--- src/rtl/spike_depacketizer_if.sv ---
// -----------------------------------------------------------------------------
// spike_depacketizer_if
//   Handshake bundle between the NoC, the spike depacketizer and the neuron
//   consumer.
//
//   Input side  : in_valid, in_ready, in_packet[WIDTH_PACKET-1:0]
//   Output side : out_valid, out_ready, out_idx[1:0], out_mem[WIDTH-1:0],
//                 out_spike, out_src[2:0], out_last
//
//   Modports:
//     slave  - the depacketizer (consumes packets, produces neuron beats)
//     master - the environment (drives packets, accepts neuron beats)
// -----------------------------------------------------------------------------
interface spike_depacketizer_if #(
  parameter int WIDTH_PACKET = 35,
  parameter int WIDTH        = 8
);
  logic                    in_valid;
  logic                    in_ready;
  logic [WIDTH_PACKET-1:0] in_packet;
  logic                    out_valid;
  logic                    out_ready;
  logic [1:0]              out_idx;
  logic [WIDTH-1:0]        out_mem;
  logic                    out_spike;
  logic [2:0]              out_src;
  logic                    out_last;

  modport slave (
    input  in_valid, in_packet, out_ready,
    output in_ready, out_valid, out_idx, out_mem, out_spike, out_src, out_last
  );

  modport master (
    output in_valid, in_packet, out_ready,
    input  in_ready, out_valid, out_idx, out_mem, out_spike, out_src, out_last
  );
endinterface

--- src/rtl/spike_depacketizer.sv ---
// -----------------------------------------------------------------------------
// spike_depacketizer
//   Accepts one NoC packet carrying three neurons (membrane + spike bit each),
//   filters it on destination address, and replays the neurons as three
//   ready/valid beats (index 0, 1, 2). Packets for other addresses are dropped
//   and counted.
//
//   Packet layout: dest[34:32] src[31:29] unused[28:27] (bits 26:24 spike[2:0])
//                  membrane[i] at [8i+7:8i]
//
//   Ports:
//     clk        - rising-edge clock
//     rst_n      - asynchronous active-low reset
//     bus        - spike_depacketizer_if.slave (packet in, neuron beats out)
//     drop_cnt   - discarded-packet count, saturates at 255
//     spike_cnt  - per-neuron spike counts, neuron i at [8i+7:8i]
//
//   Optional feature: define SPIKE_CNT_EN to build the saturating per-neuron
//   spike counters; otherwise spike_cnt is tied to zero.
// -----------------------------------------------------------------------------
module spike_depacketizer #(
  parameter int         WIDTH_PACKET = 35,
  parameter int         WIDTH        = 8,
  parameter logic [2:0] OWN_ADDR     = 3'b100
) (
  input  logic                    clk,
  input  logic                    rst_n,
  spike_depacketizer_if.slave     bus,
  output logic [7:0]              drop_cnt,
  output logic [23:0]             spike_cnt
);

  localparam int SPIKE_LSB = 3 * WIDTH;
  localparam int SRC_MSB   = WIDTH_PACKET - 4;
  localparam int DEST_MSB  = WIDTH_PACKET - 1;

  typedef enum logic {IDLE, EMIT} state_t;

  state_t              r_state;
  logic [1:0]          r_beat;
  logic [3*WIDTH-1:0]  r_membrane;
  logic [2:0]          r_spikes;
  logic                r_in_ready;
  logic                r_out_valid;
  logic [1:0]          r_out_idx;
  logic [WIDTH-1:0]    r_out_mem;
  logic                r_out_spike;
  logic [2:0]          r_out_src;
  logic                r_out_last;
  logic [7:0]          r_drop_cnt;

  // Packet field views.
  logic [2:0]          w_dest;
  logic [2:0]          w_src;
  logic [2:0]          w_spikes;
  logic [3*WIDTH-1:0]  w_membrane;
  logic [1:0]          w_unused_bits;
  logic [1:0]          w_next_beat;
  logic [WIDTH-1:0]    w_next_mem;

  assign w_dest        = bus.in_packet[DEST_MSB -: 3];
  assign w_src         = bus.in_packet[SRC_MSB -: 3];
  assign w_spikes      = bus.in_packet[SPIKE_LSB +: 3];
  assign w_membrane    = bus.in_packet[SPIKE_LSB-1:0];
  assign w_unused_bits = bus.in_packet[SRC_MSB-3 -: 2];
  assign w_next_beat   = r_beat + 2'd1;

  // Membrane for the beat that follows the current one (only beats 1 and 2
  // are ever reached this way; beat 0 is loaded straight from the packet).
  always_comb begin
    // NOTE: a default assignment up front keeps every path covered, so no
    // latch is inferred even if the case list is later edited.
    w_next_mem = r_membrane[WIDTH-1:0];
    case (w_next_beat)
      2'd1:    w_next_mem = r_membrane[WIDTH +: WIDTH];
      2'd2:    w_next_mem = r_membrane[2*WIDTH +: WIDTH];
      default: w_next_mem = r_membrane[WIDTH-1:0];
    endcase
  end

  // Single-process FSM; every output is a register updated on the edge that
  // changes state, so the first beat appears the cycle after acceptance and
  // nothing combinational links in_valid to out_valid.
  always_ff @(posedge clk or negedge rst_n) begin
    if (!rst_n) begin
      r_state     <= IDLE;
      r_beat      <= 2'd0;
      r_membrane  <= '0;
      r_spikes    <= 3'b000;
      r_in_ready  <= 1'b1;
      r_out_valid <= 1'b0;
      r_out_idx   <= 2'd0;
      r_out_mem   <= '0;
      r_out_spike <= 1'b0;
      r_out_src   <= 3'b000;
      r_out_last  <= 1'b0;
      r_drop_cnt  <= 8'd0;
    end else begin
      case (r_state)
        IDLE: begin
          if (bus.in_valid && r_in_ready) begin
            if (w_dest == OWN_ADDR) begin
              // NOTE: non-blocking assignments here so every register sees
              // the pre-edge values, independent of statement order.
              r_state     <= EMIT;
              r_beat      <= 2'd0;
              r_membrane  <= w_membrane;
              r_spikes    <= w_spikes;
              r_in_ready  <= 1'b0;
              r_out_valid <= 1'b1;
              r_out_idx   <= 2'd0;
              r_out_mem   <= w_membrane[WIDTH-1:0];
              r_out_spike <= w_spikes[0];
              r_out_src   <= w_src;
              r_out_last  <= 1'b0;
            end else if (r_drop_cnt != 8'hFF) begin
              r_drop_cnt  <= r_drop_cnt + 8'd1;
            end
          end
        end
        EMIT: begin
          // Without out_ready nothing is written, so the beat holds stable.
          if (bus.out_ready) begin
            if (r_beat == 2'd2) begin
              r_state     <= IDLE;
              r_in_ready  <= 1'b1;
              r_out_valid <= 1'b0;
              r_out_last  <= 1'b0;
            end else begin
              r_beat      <= w_next_beat;
              r_out_idx   <= w_next_beat;
              r_out_mem   <= w_next_mem;
              r_out_spike <= r_spikes[w_next_beat];
              r_out_last  <= (w_next_beat == 2'd2);
            end
          end
        end
        default: r_state <= IDLE;
      endcase
    end
  end

  assign bus.in_ready  = r_in_ready;
  assign bus.out_valid = r_out_valid;
  assign bus.out_idx   = r_out_idx;
  assign bus.out_mem   = r_out_mem;
  assign bus.out_spike = r_out_spike;
  assign bus.out_src   = r_out_src;
  assign bus.out_last  = r_out_last;
  assign drop_cnt      = r_drop_cnt;

`ifdef SPIKE_CNT_EN
  logic [7:0] r_spike_cnt [3];

  always_ff @(posedge clk or negedge rst_n) begin
    if (!rst_n) begin
      for (int i = 0; i < 3; i++) r_spike_cnt[i] <= 8'd0;
    end else if (r_out_valid && bus.out_ready && r_out_spike) begin
      for (int i = 0; i < 3; i++) begin
        if (r_out_idx == 2'(i) && r_spike_cnt[i] != 8'hFF)
          r_spike_cnt[i] <= r_spike_cnt[i] + 8'd1;
      end
    end
  end

  assign spike_cnt = {r_spike_cnt[2], r_spike_cnt[1], r_spike_cnt[0]};
`else
  assign spike_cnt = 24'd0;
`endif

endmodule

--- src/flat_wrapper.sv ---
// flat-port wrapper written by rule: the top's interface ports become plain ports
module spike_depacketizer_flat 
#(
  parameter int         WIDTH_PACKET = 35,
  parameter int         WIDTH        = 8,
  parameter logic [2:0] OWN_ADDR     = 3'b100
)
  (clk, rst_n, drop_cnt, spike_cnt, bus_in_valid, bus_in_packet, bus_out_ready, bus_in_ready, bus_out_valid, bus_out_idx, bus_out_mem, bus_out_spike, bus_out_src, bus_out_last);
  spike_depacketizer_if #(.WIDTH_PACKET(WIDTH_PACKET), .WIDTH(WIDTH)) bus_i ();
  input  logic clk;
  input  logic rst_n;
  output logic [7:0] drop_cnt;
  output logic [23:0] spike_cnt;
  input wire logic [$bits(bus_i.in_valid)-1:0] bus_in_valid;
  input wire logic [$bits(bus_i.in_packet)-1:0] bus_in_packet;
  input wire logic [$bits(bus_i.out_ready)-1:0] bus_out_ready;
  output wire logic [$bits(bus_i.in_ready)-1:0] bus_in_ready;
  output wire logic [$bits(bus_i.out_valid)-1:0] bus_out_valid;
  output wire logic [$bits(bus_i.out_idx)-1:0] bus_out_idx;
  output wire logic [$bits(bus_i.out_mem)-1:0] bus_out_mem;
  output wire logic [$bits(bus_i.out_spike)-1:0] bus_out_spike;
  output wire logic [$bits(bus_i.out_src)-1:0] bus_out_src;
  output wire logic [$bits(bus_i.out_last)-1:0] bus_out_last;
  assign bus_i.in_valid = bus_in_valid;
  assign bus_i.in_packet = bus_in_packet;
  assign bus_i.out_ready = bus_out_ready;
  assign bus_in_ready = bus_i.in_ready;
  assign bus_out_valid = bus_i.out_valid;
  assign bus_out_idx = bus_i.out_idx;
  assign bus_out_mem = bus_i.out_mem;
  assign bus_out_spike = bus_i.out_spike;
  assign bus_out_src = bus_i.out_src;
  assign bus_out_last = bus_i.out_last;
  spike_depacketizer #(.WIDTH_PACKET(WIDTH_PACKET), .WIDTH(WIDTH), .OWN_ADDR(OWN_ADDR)) u_core (.clk(clk), .rst_n(rst_n), .bus(bus_i), .drop_cnt(drop_cnt), .spike_cnt(spike_cnt));
endmodule
--- config.mk ---
export PLATFORM = sky130hd
export DESIGN_NAME = spike_depacketizer_flat
export DESIGN_NICKNAME = d
export VERILOG_FILES = /design/src/rtl/spike_depacketizer_if.sv /design/src/rtl/spike_depacketizer.sv /design/src/flat_wrapper.sv
export SDC_FILE = /design/constraint.sdc
export NUM_CORES = 1
export LEC_CHECK = 0
export ABC_AREA = 1
export CAP_MARGIN = 20
export CORE_MARGIN = 2
export CORE_UTILIZATION = 35
export CTS_BUF_LIST = sky130_fd_sc_hd__clkbuf_8
export DETAILED_ROUTE_END_ITERATION = 8
export PLACE_DENSITY = 0.67
export SYNTH_ARGS = -nofsm -noshare
export SYNTH_HDL_FRONTEND = slang
export SYNTH_SLANG_ARGS = --single-unit
--- constraint.sdc ---
create_clock -name clk -period 2.7 [get_ports clk]
set_input_delay 0.54 -clock clk [delete_from_list [all_inputs] [get_ports clk]]
set_output_delay 0.54 -clock clk [all_outputs]
set_load 0.02 [all_outputs]
Word-level counts from Yosys, hierarchy flattened. Cells that the tools add are included.

Word-level logic and storage cells: 68. Bits of input ports: 39. Bits in registers: 53. Output and inout bits: 49.

Muxes and demuxes: 36. $lt $le $gt $ge: 1. Eq/ne operators: 10. $add $sub $neg: 2. Reductions and logical operators: 6. Bitwise gates (word level): 2.

Operators by type and width (number): two-way mux 8 bit (4); one-hot mux 8 bit (2 select lines) (2); two-way mux 1 bit (19); AND reduction 4 bit (3); one-hot mux 1 bit (2 select lines) (5); adder 8 x 1 -> 8 bit (second input constant) (1); two-way mux 2 bit (4); inequality test 8 bit (second input constant) (1); inequality test 2 bit (second input constant) (3); AND reduction 3 bit (2); equality test 2 bit (second input constant) (2); inequality test 2 x 1 -> 1 bit (second input constant) (2); one-hot mux 2 bit (2 select lines) (1); equality test 3 bit (second input constant) (1); less-than comparator 2 x 3 -> 1 bit (second input constant) (1); adder 2 x 1 -> 2 bit (second input constant) (1); binary-select mux 1 bit (select 2 bit) (1); equality test 2 x 1 -> 1 bit (second input constant) (1); inverter 1 bit (2); logical AND 1 bit (1).

Depth between registers and ports, before layout.
Word-level depth: 6. Gate-level depth with buffers: 10. Mapped depth without buffers: 9.

Worst setup path before layout. OpenSTA, ideal clock, no wires.

Path type: register -> register. From: reg, netlist name u_core.bus.out_idx[0]. To: reg u_core.r_out_idx[0] (netlist: u_core.bus.out_idx[0]). Stages on the path, launching flop included: 10. Required time: 2570 ps. Path buffers: 1. Path slack: 1138 ps. Arrival: 1431 ps. Library setup time: 130 ps. Period minus slack after synthesis: 1562 ps. Cell sequence: dfrtp_1 inv_1 ha_1 inv_1 nand2_1 o21ai_2 nand2_4 buf_6 nand2_2 o21ai_2.

RTL lines: end signal: assignment (line spike_depacketizer.sv:131) `r_out_idx <= w_next_beat;`; end: declaration (line spike_depacketizer.sv:45) `logic [1:0] r_out_idx;`.

Worst setup path in the final report.
From: reg u_core.r_in_ready (netlist: u_core.bus.in_ready). To: out bus_in_ready.

RTL lines: start: declaration (line spike_depacketizer.sv:43) `logic r_in_ready;`; start signal: assignment (line spike_depacketizer.sv:90) `r_in_ready <= 1'b1;`; start signal: assignment (line spike_depacketizer.sv:109) `r_in_ready <= 1'b0;`; start signal: assignment (line spike_depacketizer.sv:126) `r_in_ready <= 1'b1;`; end: declaration (line flat_wrapper.sv:17) `output wire logic [$bits(bus_i.in_ready)-1:0] bus_in_ready;`.

No word-level cell between the ends.

==> summary.txt <==
Clock tree
  – CTS tree: built
  – Reg clk slew, reported paths: 0.09 ns
  – Total CTS buffers: 5
  – CTS root buffer: clkbuf_8
  – Hold buffers post-CTS: 0
  – # H-tree levels: 2
  – Total setup buffers inserted after CTS: 0
  – Clk_lat worst skew: roughly 0.3 ns
  – Cts repair resizes: 0
  – Clock Path Buffers: 2
  – CTS sink cnt: 53

Power and ir drop
  – Cell Pwr Density: 911.4 nW/um^2
  – Power, Total: approximately 3.2 mW
  – Lkg Pwr: 1.841 nW
  – Flop pwr share: 0.404
  – Int Pwr: 1.889 mW
  – Worst VDD drop: about 0.43 mV
  – Switching part of the total: 0.4151
  – Comb pwr share: 0.466
  – Switch Pwr: 1.341 mW
  – Clk pwr share: 0.131

Die
  – # IOs: 88
  – Initial core utilization: 0.3544
  – Die Width: roughly 95 um
  – DIE HEIGHT: 94.52 um
  – Floorplan core area: 8093 sq um
  – Row count: 33
  – DIE AREA: a little under 9000 sq um

Worst setup path
  – Crit. End Element: primary output
  – Critical path launch point type: flip-flop
  – Worst flop-to-flop path endpoint: u_core.bus.out_mem[0]$_DFFE_PN0P_
  – Top delay family on crit path: buffers and inverters
  – Crit Path Max Fanout: 3
  – Critical path's slowest cell: clkdlybuf4s50_1
  – Buf+Inv Stages, Crit Path: 1
  – Worst Path Arrival: 1.47 ns
  – CP Cell Sequence: clkdlybuf4s50_1
  – Reg2Reg Depth: 9
  – CP startpoint: u_core.bus.in_ready$_DFFE_PN1P_
  – Worst r2r src: u_core.bus.out_idx[0]$_DFFE_PN0P_
  – CP Class: flip-flop to primary output
  – Crit path largest cell delay: 0.60 ns
  – CP Data Required Time: 2.16 ns
  – Reg2Reg Setup Slack: 0.95 ns

Global routing
  – Vias in the first global route: approximately 2300
  – Initial antenna violation count: 0
  – First-pass GRT wire length: around 10 mm
  – Grt ovf: 0
  – Largest net degree at the start of global routing: 54
  – Gr usage total: 0.1481

Drt
  – Number of remaining DRC errors: 0
  – DRT antenna net count: 0
  – Drt first-iter violations: 99
  – Pre-Repair DR Iteration Count: 5
  – Routed length per instance: 11.37 um
  – Final wirelength: slightly above 6 mm
  – Vias: approximately 2400
  – Vias per cell: ~4.4

Yosys
  – Post-synthesis sequential area ratio: 0.4629
  – Count of cell types in the netlist: 28
  – Post-synth top area share: 0.4538
  – Post-synth top area cell: dfrtp_1
  – Synth Instances: 375
  – EDFF count, synth: 0
  – Synthesized flop and latch total: 53
  – YS warnings: 0
  – Synth area leaders: dfrtp_1, nand2_1, buf_4, nand3_1, nor2_1
  – Ys flop type: dfrtp_1
  – Post-Syn Area: about 2900 sq um
  – Fraction of registers with async set/reset: 1.000
  – Syn_area_per_cell: 7.647 sq um

STA
  – Worst-margin pin slew: 0.6837 ns
  – Final setup viols: 0
  – Post-route setup TNS: 0 ns
  – RSZ-0062 raised after global routing: false
  – Fmax: 498.3 MHz
  – Period utilization: 0.7432
  – Worst Skew: between 0.007 and 0.008 ns
  – Fin. Hold Viols: 0
  – Pins Over Slew Limit: 0
  – Slew headroom: 0.5442
  – Hold WS: 0.3534 ns
  – Tmin final: 2.007 ns

Finish
  – Layout area overhead: 23.56%
  – Nets: 476
  – Final cell count without fillers: 539
  – Multi-input logic area: about 1200 sq um
  – Reg area: 1328 sq um
  – Diode count: 0
  – Filler instances: between 800 and 900
  – Share of post-route cells with drive strength above 1: 0.07143

Placement
  – Dpl cells: 531
  – GPL Wtd Cong: 0.8108
  – IO buf count: 61
  – Dpl hpwl: about 4.5 mm

Run
  – MaxCap Viol Count: 0

Min path
  – Worst hold path type: primary input to async pin

Outcome
  – Outcome: finished, final reports clean
[cells in the mapped netlist (4+ instances only)]
library cell  instances
a21oi_1               9
buf_2                 7
buf_4                28
dfrtp_1              52
ha_1                  4
inv_1                24
nand2_1             136
nand2_2               5
nand3_1              36
nor2_1               45
[kinds of logic (layout without fill, tap and decap cells)]
group,Yosys count,after routing,share of synthesized area
compound gates,17,17,0.03447
xor+xnor,3,3,0.009164
fa+ha+maj,4,4,0.01745
buf+inv,66,102,0.1348
flops,53,53,0.4629
other cells,1,24,0.001308
simple gates,231,231,0.3399
[per-stage QoR]
step           instance area (sq um)  worst slack (ns)  utilization
2_1_floorplan                   2954             1.138            -
3_3_place_gp                    3462            0.7188       0.4278
3_5_place_dp                    3462            0.6836       0.4278
4_1_cts                         3543            0.6814       0.4378
5_1_grt                         3543            0.6494       0.4378
6_report                        3543            0.6932       0.4378
[cell usage in the layout, fill, tap and decap left out, types with 3 or more instances in the layout]
| cell type | instances |
|---|---|
| inv_1 | 26 |
| nand2_1 | 136 |
| o21ai_2 | 3 |
| clkbuf_8 | 5 |
| nand3_1 | 36 |
| nand2_2 | 5 |
| o21ai_0 | 3 |
| nand3_2 | 3 |
| ha_1 | 4 |
| a21oi_1 | 9 |
| dfrtp_1 | 52 |
| conb_1 | 24 |
| nor2_1 | 45 |
| clkdlybuf4s50_1 | 60 |
| buf_4 | 4 |
[how the worst max path moves through the flow]
| stage | to | cells past startpoint | slack (ns) |
|---|---|---|---|
| CTS | bus_in_ready | 1 | 0.68 |
| floorplan | u_core.bus.out_idx[0]$_DFFE_PN0P_ | 9 | 1.14 |
| detailed placement | u_core.r_membrane[2]$_DFFE_PN0P_ | 8 | 0.68 |
| global route | bus_in_ready | 1 | 0.65 |
| global placement | u_core.r_membrane[4]$_DFFE_PN0P_ | 8 | 0.72 |
| finish | bus_in_ready | 1 | 0.69 |
[sequential cells by signal, summed over array words and instances, names as in the netlist, 2 cells and up]
signal / count
u_core.bus.out_mem: 8
u_core.r_spikes: 3
u_core.r_membrane: 24
u_core.bus.out_idx: 2
u_core.drop_cnt: 8
u_core.bus.out_src: 3
[power groups by stage]
stage / sequential [mW] / clock [mW] / combinational (mW)
global placement: 1.31 / 0 / 1.49
global route: 1.35 / 0.481 / 1.72
CTS: 1.31 / 0.442 / 1.53
detailed placement: 1.32 / 0 / 1.52
finish: 1.30 / 0.422 / 1.50
floorplan: 1.42 / 0 / 0.916
[layer usage]
metal | routed length [um] | up-vias | global-route usage
met5 | 0 | - | 0
met4 | 83 | 0 | 0.05435
met3 | 325 | 6 | 0.03512
met2 | 2893 | 59 | 0.2440
met1 | 2828 | 1090 | 0.1899
li1 | - | 1218 | -
[layout make-up]
| class | instances | area share |
|---|---|---|
| Clock buffer | 5 | 0.01942 |
| Multi-Input combinational cell | 279 | 0.3499 |
| Sequential cell | 53 | 0.3746 |
| Tap cell | 105 | 0.03708 |
| Clock inverter | 3 | 0.003531 |
| Inverter | 28 | 0.03037 |
| Timing Repair Buffer | 66 | 0.1850 |
No activity file was read; power rests on OpenSTA's default activity.
